**src/rtl/mlab_fifo_pkg.sv**
```systemverilog
// Shared constants and elaboration-time helpers for the MLAB show-ahead FIFO.
package mlab_fifo_pkg;

    localparam string FAMILY_AGILEX = "Agilex";
    localparam string FAMILY_S10    = "S10";
    localparam string FAMILY_OTHER  = "Other";

    // Cycles between a push and the word becoming fetchable from the RAM.
    function automatic int rd_lag(input string family);
        return (family == FAMILY_S10) ? 2 : 1;
    endfunction

    function automatic int clog2_depth(input int depth);
        int n;
        n = 0;
        while ((1 << n) < depth) n++;
        return n;
    endfunction

endpackage

```
**src/rtl/generic_mlab_dc.sv**
```systemverilog
// Simple dual-port MLAB model with a registered read port; S10 also registers
// the write side, so a write lands in the array one edge after it is presented.
module generic_mlab_dc
    import mlab_fifo_pkg::*;
#(
    parameter int    WIDTH      = 8,
    parameter int    ADDR_WIDTH = 5,
    parameter string FAMILY     = FAMILY_OTHER
) (
    input  logic                  wclk,
    input  logic                  we,
    input  logic [ADDR_WIDTH-1:0] waddr,
    input  logic [WIDTH-1:0]      din,
    input  logic                  rclk,
    input  logic                  re,
    input  logic [ADDR_WIDTH-1:0] raddr,
    output logic [WIDTH-1:0]      dout
);

    localparam int DEPTH = 1 << ADDR_WIDTH;

    logic [WIDTH-1:0]      mem [DEPTH];
    logic                  wr_en;
    logic [ADDR_WIDTH-1:0] wr_addr;
    logic [WIDTH-1:0]      wr_data;

    if (rd_lag(FAMILY) == 2) begin : g_wreg
        // Unreset like the hard block; a stray write before the first clean
        // edge only touches contents the owner treats as empty.
        always_ff @(posedge wclk) begin
            wr_en   <= we;
            wr_addr <= waddr;
            wr_data <= din;
        end
    end else begin : g_wdirect
        assign wr_en   = we;
        assign wr_addr = waddr;
        assign wr_data = din;
    end

    // NOTE: the storage array has no reset; only control state needs a known
    // value, and resetting memory would prevent mapping onto MLAB cells.
    always_ff @(posedge wclk) begin
        if (wr_en) mem[wr_addr] <= wr_data;
    end

    always_ff @(posedge rclk) begin
        if (re) dout <= mem[raddr];
    end

endmodule

```
**src/rtl/mlab_showahead_fifo.sv**
```systemverilog
// Single-clock show-ahead FIFO: pointers, counts and handshakes around one
// MLAB whose read register doubles as the head word.
module mlab_showahead_fifo
    import mlab_fifo_pkg::*;
#(
    parameter int    WIDTH      = 8,
    parameter int    ADDR_WIDTH = 5,
    parameter string FAMILY     = FAMILY_OTHER
) (
    input  logic                  clk,
    input  logic                  arst_n,
    input  logic                  sclr,
    input  logic [WIDTH-1:0]      s_data,
    input  logic                  s_valid,
    output logic                  s_ready,
    output logic [WIDTH-1:0]      m_data,
    output logic                  m_valid,
    input  logic                  m_ready,
    output logic [ADDR_WIDTH:0]   used_words,
    output logic                  empty,
    output logic                  full
);

    localparam int DEPTH     = 1 << ADDR_WIDTH;
    localparam int CNT_WIDTH = clog2_depth(DEPTH) + 1;
    localparam int LAG       = rd_lag(FAMILY);

    logic [ADDR_WIDTH-1:0] wptr, rptr;
    logic [CNT_WIDTH-1:0]  ram_cnt, rd_avail;
    logic [CNT_WIDTH-1:0]  ram_cnt_next, rd_avail_next, used_next;
    logic                  push, pop, fetch, push_d1, avail_inc, m_valid_next;

    // NOTE: every signal is assigned on every pass, so no latch can be inferred.
    always_comb begin
        push          = s_valid & s_ready & ~sclr;
        pop           = m_valid & m_ready & ~sclr;
        fetch         = (rd_avail != '0) & (~m_valid | m_ready) & ~sclr;
        avail_inc     = (LAG == 2) ? push_d1 : push;
        ram_cnt_next  = ram_cnt + CNT_WIDTH'(push) - CNT_WIDTH'(fetch);
        rd_avail_next = rd_avail + CNT_WIDTH'(avail_inc) - CNT_WIDTH'(fetch);
        m_valid_next  = fetch | (m_valid & ~pop);
        used_next     = ram_cnt_next + CNT_WIDTH'(m_valid_next);
    end

    // NOTE: state is updated with non-blocking assignments so every register
    // samples the pre-edge values regardless of statement order.
    always_ff @(posedge clk or negedge arst_n) begin
        if (!arst_n) begin
            wptr       <= '0;
            rptr       <= '0;
            ram_cnt    <= '0;
            rd_avail   <= '0;
            push_d1    <= 1'b0;
            m_valid    <= 1'b0;
            s_ready    <= 1'b0;
            used_words <= '0;
            empty      <= 1'b1;
        end else if (sclr) begin
            wptr       <= '0;
            rptr       <= '0;
            ram_cnt    <= '0;
            rd_avail   <= '0;
            push_d1    <= 1'b0;
            m_valid    <= 1'b0;
            s_ready    <= 1'b1;
            used_words <= '0;
            empty      <= 1'b1;
        end else begin
            if (push)  wptr <= wptr + ADDR_WIDTH'(1);
            if (fetch) rptr <= rptr + ADDR_WIDTH'(1);
            ram_cnt    <= ram_cnt_next;
            rd_avail   <= rd_avail_next;
            push_d1    <= push;
            m_valid    <= m_valid_next;
            s_ready    <= ram_cnt_next < CNT_WIDTH'(DEPTH);
            used_words <= used_next;
            empty      <= used_next == '0;
        end
    end

    assign full = ~s_ready;

    // A fetch only targets words counted in rd_avail, which were written in an
    // earlier cycle, so the read and write addresses never collide.
    generic_mlab_dc #(
        .WIDTH      (WIDTH),
        .ADDR_WIDTH (ADDR_WIDTH),
        .FAMILY     (FAMILY)
    ) u_ram (
        .wclk  (clk),
        .we    (push),
        .waddr (wptr),
        .din   (s_data),
        .rclk  (clk),
        .re    (fetch),
        .raddr (rptr),
        .dout  (m_data)
    );

endmodule

```
**config.mk**
```make
export PLATFORM = sky130hd
export DESIGN_NAME = mlab_showahead_fifo
export DESIGN_NICKNAME = d
export VERILOG_FILES = /design/src/rtl/mlab_fifo_pkg.sv /design/src/rtl/generic_mlab_dc.sv /design/src/rtl/mlab_showahead_fifo.sv
export SDC_FILE = /design/constraint.sdc
export NUM_CORES = 1
export LEC_CHECK = 0
export ABC_AREA = 1
export BUFFER_PORTS_ARGS = -buffer_cell sky130_fd_sc_hd__buf_2
export CORE_UTILIZATION = 60
export DETAILED_ROUTE_END_ITERATION = 12
export PLACE_DENSITY = 0.87
export SLEW_MARGIN = 20
export SYNTH_ARGS = -nofsm -noshare
export SYNTH_HDL_FRONTEND = slang
export SYNTH_SLANG_ARGS = --single-unit
```
**constraint.sdc**
```tcl
create_clock -name clk -period 6.25 [get_ports clk]
set_input_delay 0.9375 -clock clk [delete_from_list [all_inputs] [get_ports clk]]
set_output_delay 0.9375 -clock clk [all_outputs]
set_load 0.05 [all_outputs]
```
; After elaboration in Yosys (flattened, before gate mapping)
; Memories as Yosys holds them, arrays and structs flattened. A register that Yosys moved wholly into a read port is not among the register bits.
; Index checks and enable logic that the tools add are counted.
; Widths: inputs -> output; s select.
[word_totals]
input_bits = 13
ramBits = 256
register_bits = 31
memories = 1
wordCells = 46
out_inout_bits = 18
[op_classes]
muxes = 12
addsub = 7
order_cmp = 1
n_reduce_logical = 4
n_bitwise = 13
[memory_table]
columns = name, depth, width, read_ports, rd_clocked_by_memory_dff, write_ports, line_no
row1 = u_ram.mem, 32, 8, 1, 1, 1, generic_mlab_dc.sv:22  ; logic [WIDTH-1:0] mem [DEPTH];
[ops]
columns = op, n
row1 = $mux 5, 4
row2 = $add 6x1->6, 3
row3 = $mux 6, 3
row4 = $sub 6x1->6, 2
row5 = $add 5x1->5 const B, 2
row6 = $and 1x1->1, 7
row7 = $logic_not 6->1, 1
row8 = $lt 6x6->1 const B, 1
row9 = $reduce_bool 6->1, 1
row10 = $mux 1, 5
row11 = $not 1->1, 4
row12 = $reduce_bool 2->1, 2
row13 = $or 1x1->1, 2

; Longest topological paths before layout
[logic_depth]
depth_word = 8
mapped_depth = 19
ltp_nobuf = 19

; Hierarchy
; A second synthesis with hierarchy kept.
[hier_totals]
hier_cells = 1154
hier_area_um2 = 12712.2
[modules_own_cells]
columns = module, area_per_inst_um2, instances, cells_per_inst, seq_area_each_um2
row1 = generic_mlab_dc, 10866.7, 1, 922, 7927.6
row2 = mlab_showahead_fifo, 1845.5, 1, 232, 777.0

; Worst setup path before layout
; Ideal clock, no wire load.
[synth_timing]
path_type = input-to-reg
start = in sclr
end = reg empty
cell_stages = 12
arrival_ns = 3.418
setup_ns = 0.063
required_time_ns = 6.187
n_path_buf = 1
slack_ns = 2.770
path_cell_list = clkbuf_1 > nor2_1 > nand2_1 > o21ai_0 > ha_1 > fa_1 > ha_1 > xor2_1 > nand3_1 > nor2_1 > nand3_1 > nand2_1
[synth_via]
word_cells_on_any_way = 12
cone_classes = add/sub: 3 / mux: 1 / bitwise: 7 / reduce/logical: 1
[synth_lines]
columns = item, line_no
row1 = "start, declared", mlab_showahead_fifo.sv:12  ; input logic sclr,
row2 = $not 1->1 (*), mlab_showahead_fifo.sv:37  ; fetch = (rd_avail != '0) & (~m_valid | m_ready) & ~sclr;
row3 = $and 1x1->1 (*), mlab_showahead_fifo.sv:37
row4 = net fetch, mlab_showahead_fifo.sv:31  ; logic push, pop, fetch, push_d1, avail_inc, m_valid_next;
row5 = $sub 6x1->6 or $or 1x1->1 (tied branches), "mlab_showahead_fifo.sv:39, mlab_showahead_fifo.sv:41"
row6 = $add 6x1->6 (*), mlab_showahead_fifo.sv:42  ; used_next = ram_cnt_next + CNT_WIDTH'(m_valid_next);
row7 = $logic_not 6->1 (*), mlab_showahead_fifo.sv:77  ; empty <= used_next == '0;
row8 = $mux 1 (*), mlab_showahead_fifo.sv:58  ; end else if (sclr) begin
row9 = "end signal, assigned", mlab_showahead_fifo.sv:57  ; empty <= 1'b1;
row10 = "end signal, assigned", mlab_showahead_fifo.sv:67  ; empty <= 1'b1;
row11 = "end signal, assigned", mlab_showahead_fifo.sv:77
row12 = "end, declared", mlab_showahead_fifo.sv:20  ; output logic empty,
; The timed path passes the listed nets; every way through them passes the cells marked *.
; A chain may end at the register's enable or synchronous reset.

; Final worst setup path
[layout_timing]
start = reg rd_avail[2]
end = reg empty
[layout_via]
elab_chain_cells = 7
word_cells_on_any_way = 8
cone_classes = add/sub: 2 / mux: 1 / bitwise: 3 / reduce/logical: 2
[layout_rtl]
columns = item, line_no
row1 = "start, declared", mlab_showahead_fifo.sv:29  ; logic [CNT_WIDTH-1:0] ram_cnt, rd_avail;
row2 = "start signal, assigned", mlab_showahead_fifo.sv:72  ; rd_avail <= rd_avail_next;
row3 = $reduce_bool 6->1 (*), mlab_showahead_fifo.sv:37
row4 = $and 1x1->1 (*) (2 in a row), mlab_showahead_fifo.sv:37
row5 = net fetch, mlab_showahead_fifo.sv:31
row6 = $sub 6x1->6 or $or 1x1->1 (tied branches), "mlab_showahead_fifo.sv:39, mlab_showahead_fifo.sv:41"
row7 = $add 6x1->6 (*), mlab_showahead_fifo.sv:42
row8 = $logic_not 6->1 (*), mlab_showahead_fifo.sv:77
row9 = $mux 1 (*), mlab_showahead_fifo.sv:58
; Marked as above.

==> flow_summary.json <==
{
  "status": "finished clean",
  "path_buf_inv": 1,
  "yosysTopAreaCell": "edfxtp_1",
  "cts_buffer_depth": 3,
  "fmax_mhz": 259,
  "drc": 0,
  "antenna_cells": 0,
  "timing.rr.start": "rd_avail[2]",
  "grt_pass1_wl_mm": 43.2,
  "synth_cell_types": 26,
  "wire_per_inst_um": 19.8,
  "cts_max_level": 1,
  "portBuffers": 30,
  "hold_violations": 0,
  "cts_tree": "built",
  "antenna_left": 0,
  "synth_area_per_cell_um2": 11.5,
  "placed_cells": 1334,
  "core_area_um2": 20300,
  "tightest_slew_ns": 0.990,
  "crit_path_start_kind": "register",
  "hold_path.class": "in2async",
  "clkSinkCount": 295,
  "fin_nets": 1129,
  "leakage_nw": 5.03,
  "final_layout_size_suffix_gt1_share_pct": 7.97,
  "grt_max_degree": 99,
  "ys_seq_area_share_pct": 69.8,
  "path_class": "reg2reg",
  "dp_hpwl_mm": 15.6,
  "finalSetupTns_ns": 0,
  "via_per_inst": 5.99,
  "syn_to_final_growth_pct": 10.0,
  "ios": 31,
  "cap_viol_max_count": 0,
  "synth_fp_nets": 1118,
  "die_h_um": 146,
  "grtUsageTotal_pct": 26.4,
  "start_util_pct": 61.4,
  "finalSetupViolations": 0,
  "stdcell_count": 1387,
  "first_global_vias": 8084,
  "max-slew-margin-rel_pct": 33.7,
  "die_x_um": 146,
  "crit_fanout": 10,
  "synth_cells": 1084,
  "cpMaxStageDelayCell": "nor2_1",
  "overflow": 0,
  "worstSkewPairLatency_ns": 0.54,
  "post-route-period-util_pct": 61.9,
  "path_cells": "inv_1, ha_1, nand3_1, o21ai_1, nor2_1, nand2_1, o21ai_0, ha_1, fa_1, ha_1, xor2_1, nand3_1, nor2_1, nand3_1, nand2_1",
  "grt_antenna_before_repair": 0,
  "drt-initial-drc-count": 1094,
  "crit_family": "simple AND/OR/NAND/NOR gates",
  "cts_hold_buf": 0,
  "routabilityCongestion": 0.855,
  "grt_setup_unrepaired": "no",
  "path_clk_slew_ns": 0.06,
  "dr.pass1.iters": 7,
  "cts_buffers": 29,
  "synth_warnings": 0,
  "synth_seq_cells": 295,
  "drt-total-wl_mm": 27.5,
  "r2r_end": "empty",
  "drv_slew": 0,
  "fin_crit_ns": 3.87,
  "crit_required_ns": 6.72,
  "pwr_density_cell_nw_per_um2": 452,
  "hold_ws_ns": 0.457,
  "reg2reg_slack_ns": 2.38,
  "post_cts_resized": 0,
  "rr_worst_depth": 15,
  "die-area_um2": 21400,
  "max_stage_delay_ns": 0.80,
  "clockRootBuffer": "clkbuf_16",
  "num_vias": 8307,
  "end_kind": "register",
  "max-vdd-ir-drop_v": 0.000423,
  "synthTopCellsByArea": "edfxtp_1 64%, nor2_1 6.1%, dfrtp_1 6.0%",
  "cp.arrival_ns": 4.33,
  "cts_setup_buffers": 0,
  "yosysTopAreaCellShare_pct": 63.6,
  "clock-skew-final_ns": 0.00825,
  "netlist_area_um2": 12500,
  "rows": 52
}
[cells in the final DEF, fill, tap and decap left out, types with 2 or more instances in the layout]
cell,n
edfxtp_1,264
nor2_1,201
nand2_1,167
o21ai_0,88
nand3_1,85
inv_1,57
o211ai_1,32
buf_2,30
o21ai_1,29
clkbuf_16,29
a21oi_1,28
dfrtp_1,28
ha_1,19
o22ai_1,12
bufinv_16,8
clkinv_2,6
clkinv_1,5
clkbuf_1,4
buf_4,4
nor3_1,3
clkbuf_8,3
inv_2,2
nor2_2,2
nand4_1,2
fa_1,2
[logic make-up after synthesis]
logic type	count (synthesis)	synth area share (%)
adder cells (fa/ha/maj)	21	2.23
XOR/XNOR	1	0.0703
AND/OR/NAND/NOR	461	14.8
buffers and inverters	116	4.63
AO/OA/AOI/OAI	190	8.42
flip-flops	295	69.8
[metrics by stage]
stage	cell area [um^2]	utilization (%)	worst slack [ns]	total power [mW]
finish	13700	67.6	2.38	6.20
global placement	12600	62.3	2.23	4.21
detailed placement	12600	62.3	2.10	4.28
CTS	13700	67.6	2.42	6.19
floorplan	12500	-	2.77	3.91
global route	13700	67.6	1.97	6.53
[metal layers]
| metal | up-vias | GRT usage (%) | share of wire [%] |
|---|---|---|---|
| met5 | - | 0 | 0 |
| met1 | 3947 | 34.7 | 39 |
| met4 | 0 | 11.1 | 3.1 |
| li1 | 3808 | - | - |
| met3 | 66 | 4.22 | 9.0 |
| met2 | 486 | 44.0 | 49 |
[flip-flops by register name, summed over array words and instances (netlist names)]
signal and cells:
empty 1, s_ready 1, m_valid 1, rptr 5, u_ram.mem 256, ram_cnt 6
wptr 5, used_words 6, rd_avail 6, u_ram.dout 8
[where the power goes]
part	switching, mW	leakage [nW]	internal [mW]	total (mW)
clock network	0.703	0.525	1.21	1.92
logic	1.36	1.72	0.554	1.91
registers	0.0988	2.78	2.27	2.37
[cell usage after synthesis (all sizes together)]
master	number
o21ai	117
clkinv	2
nand3	85
nor3	3
edfxtp	264
nand2	167
a21oi	28
xor2	1
dfrtp	30
or2	1
o221ai	1
dfstp	1
buf	34
nor2	203
o211ai	32
nand4	2
clkbuf	20
ha	19
inv	60
fa	2
o22ai	12
[cell type report]
| type | instances | area (um^2) |
|---|---|---|
| Clock buffer | 36 | 782 |
| Clock inverter | 17 | 285 |
| Fill cell | 1377 | 6580 |
| Inverter | 62 | 234 |
| Multi-Input combinational cell | 673 | 3190 |
| Sequential cell | 295 | 8710 |
| Tap cell | 270 | 338 |
| Timing Repair Buffer | 34 | 180 |
[worst max-delay path by stage]
stage | cells after the start | end | from | slack (ns)
detailed placement | 13 | empty | m_ready | 2.10
CTS | 15 | empty | rd_avail[2] | 2.42
global placement | 13 | empty | m_ready | 2.23
finish | 15 | empty | rd_avail[2] | 2.38
floorplan | 12 | empty | sclr | 2.77
global route | 15 | empty | rd_avail[2] | 1.97
Note: power is estimated with default switching activity, not from simulation.
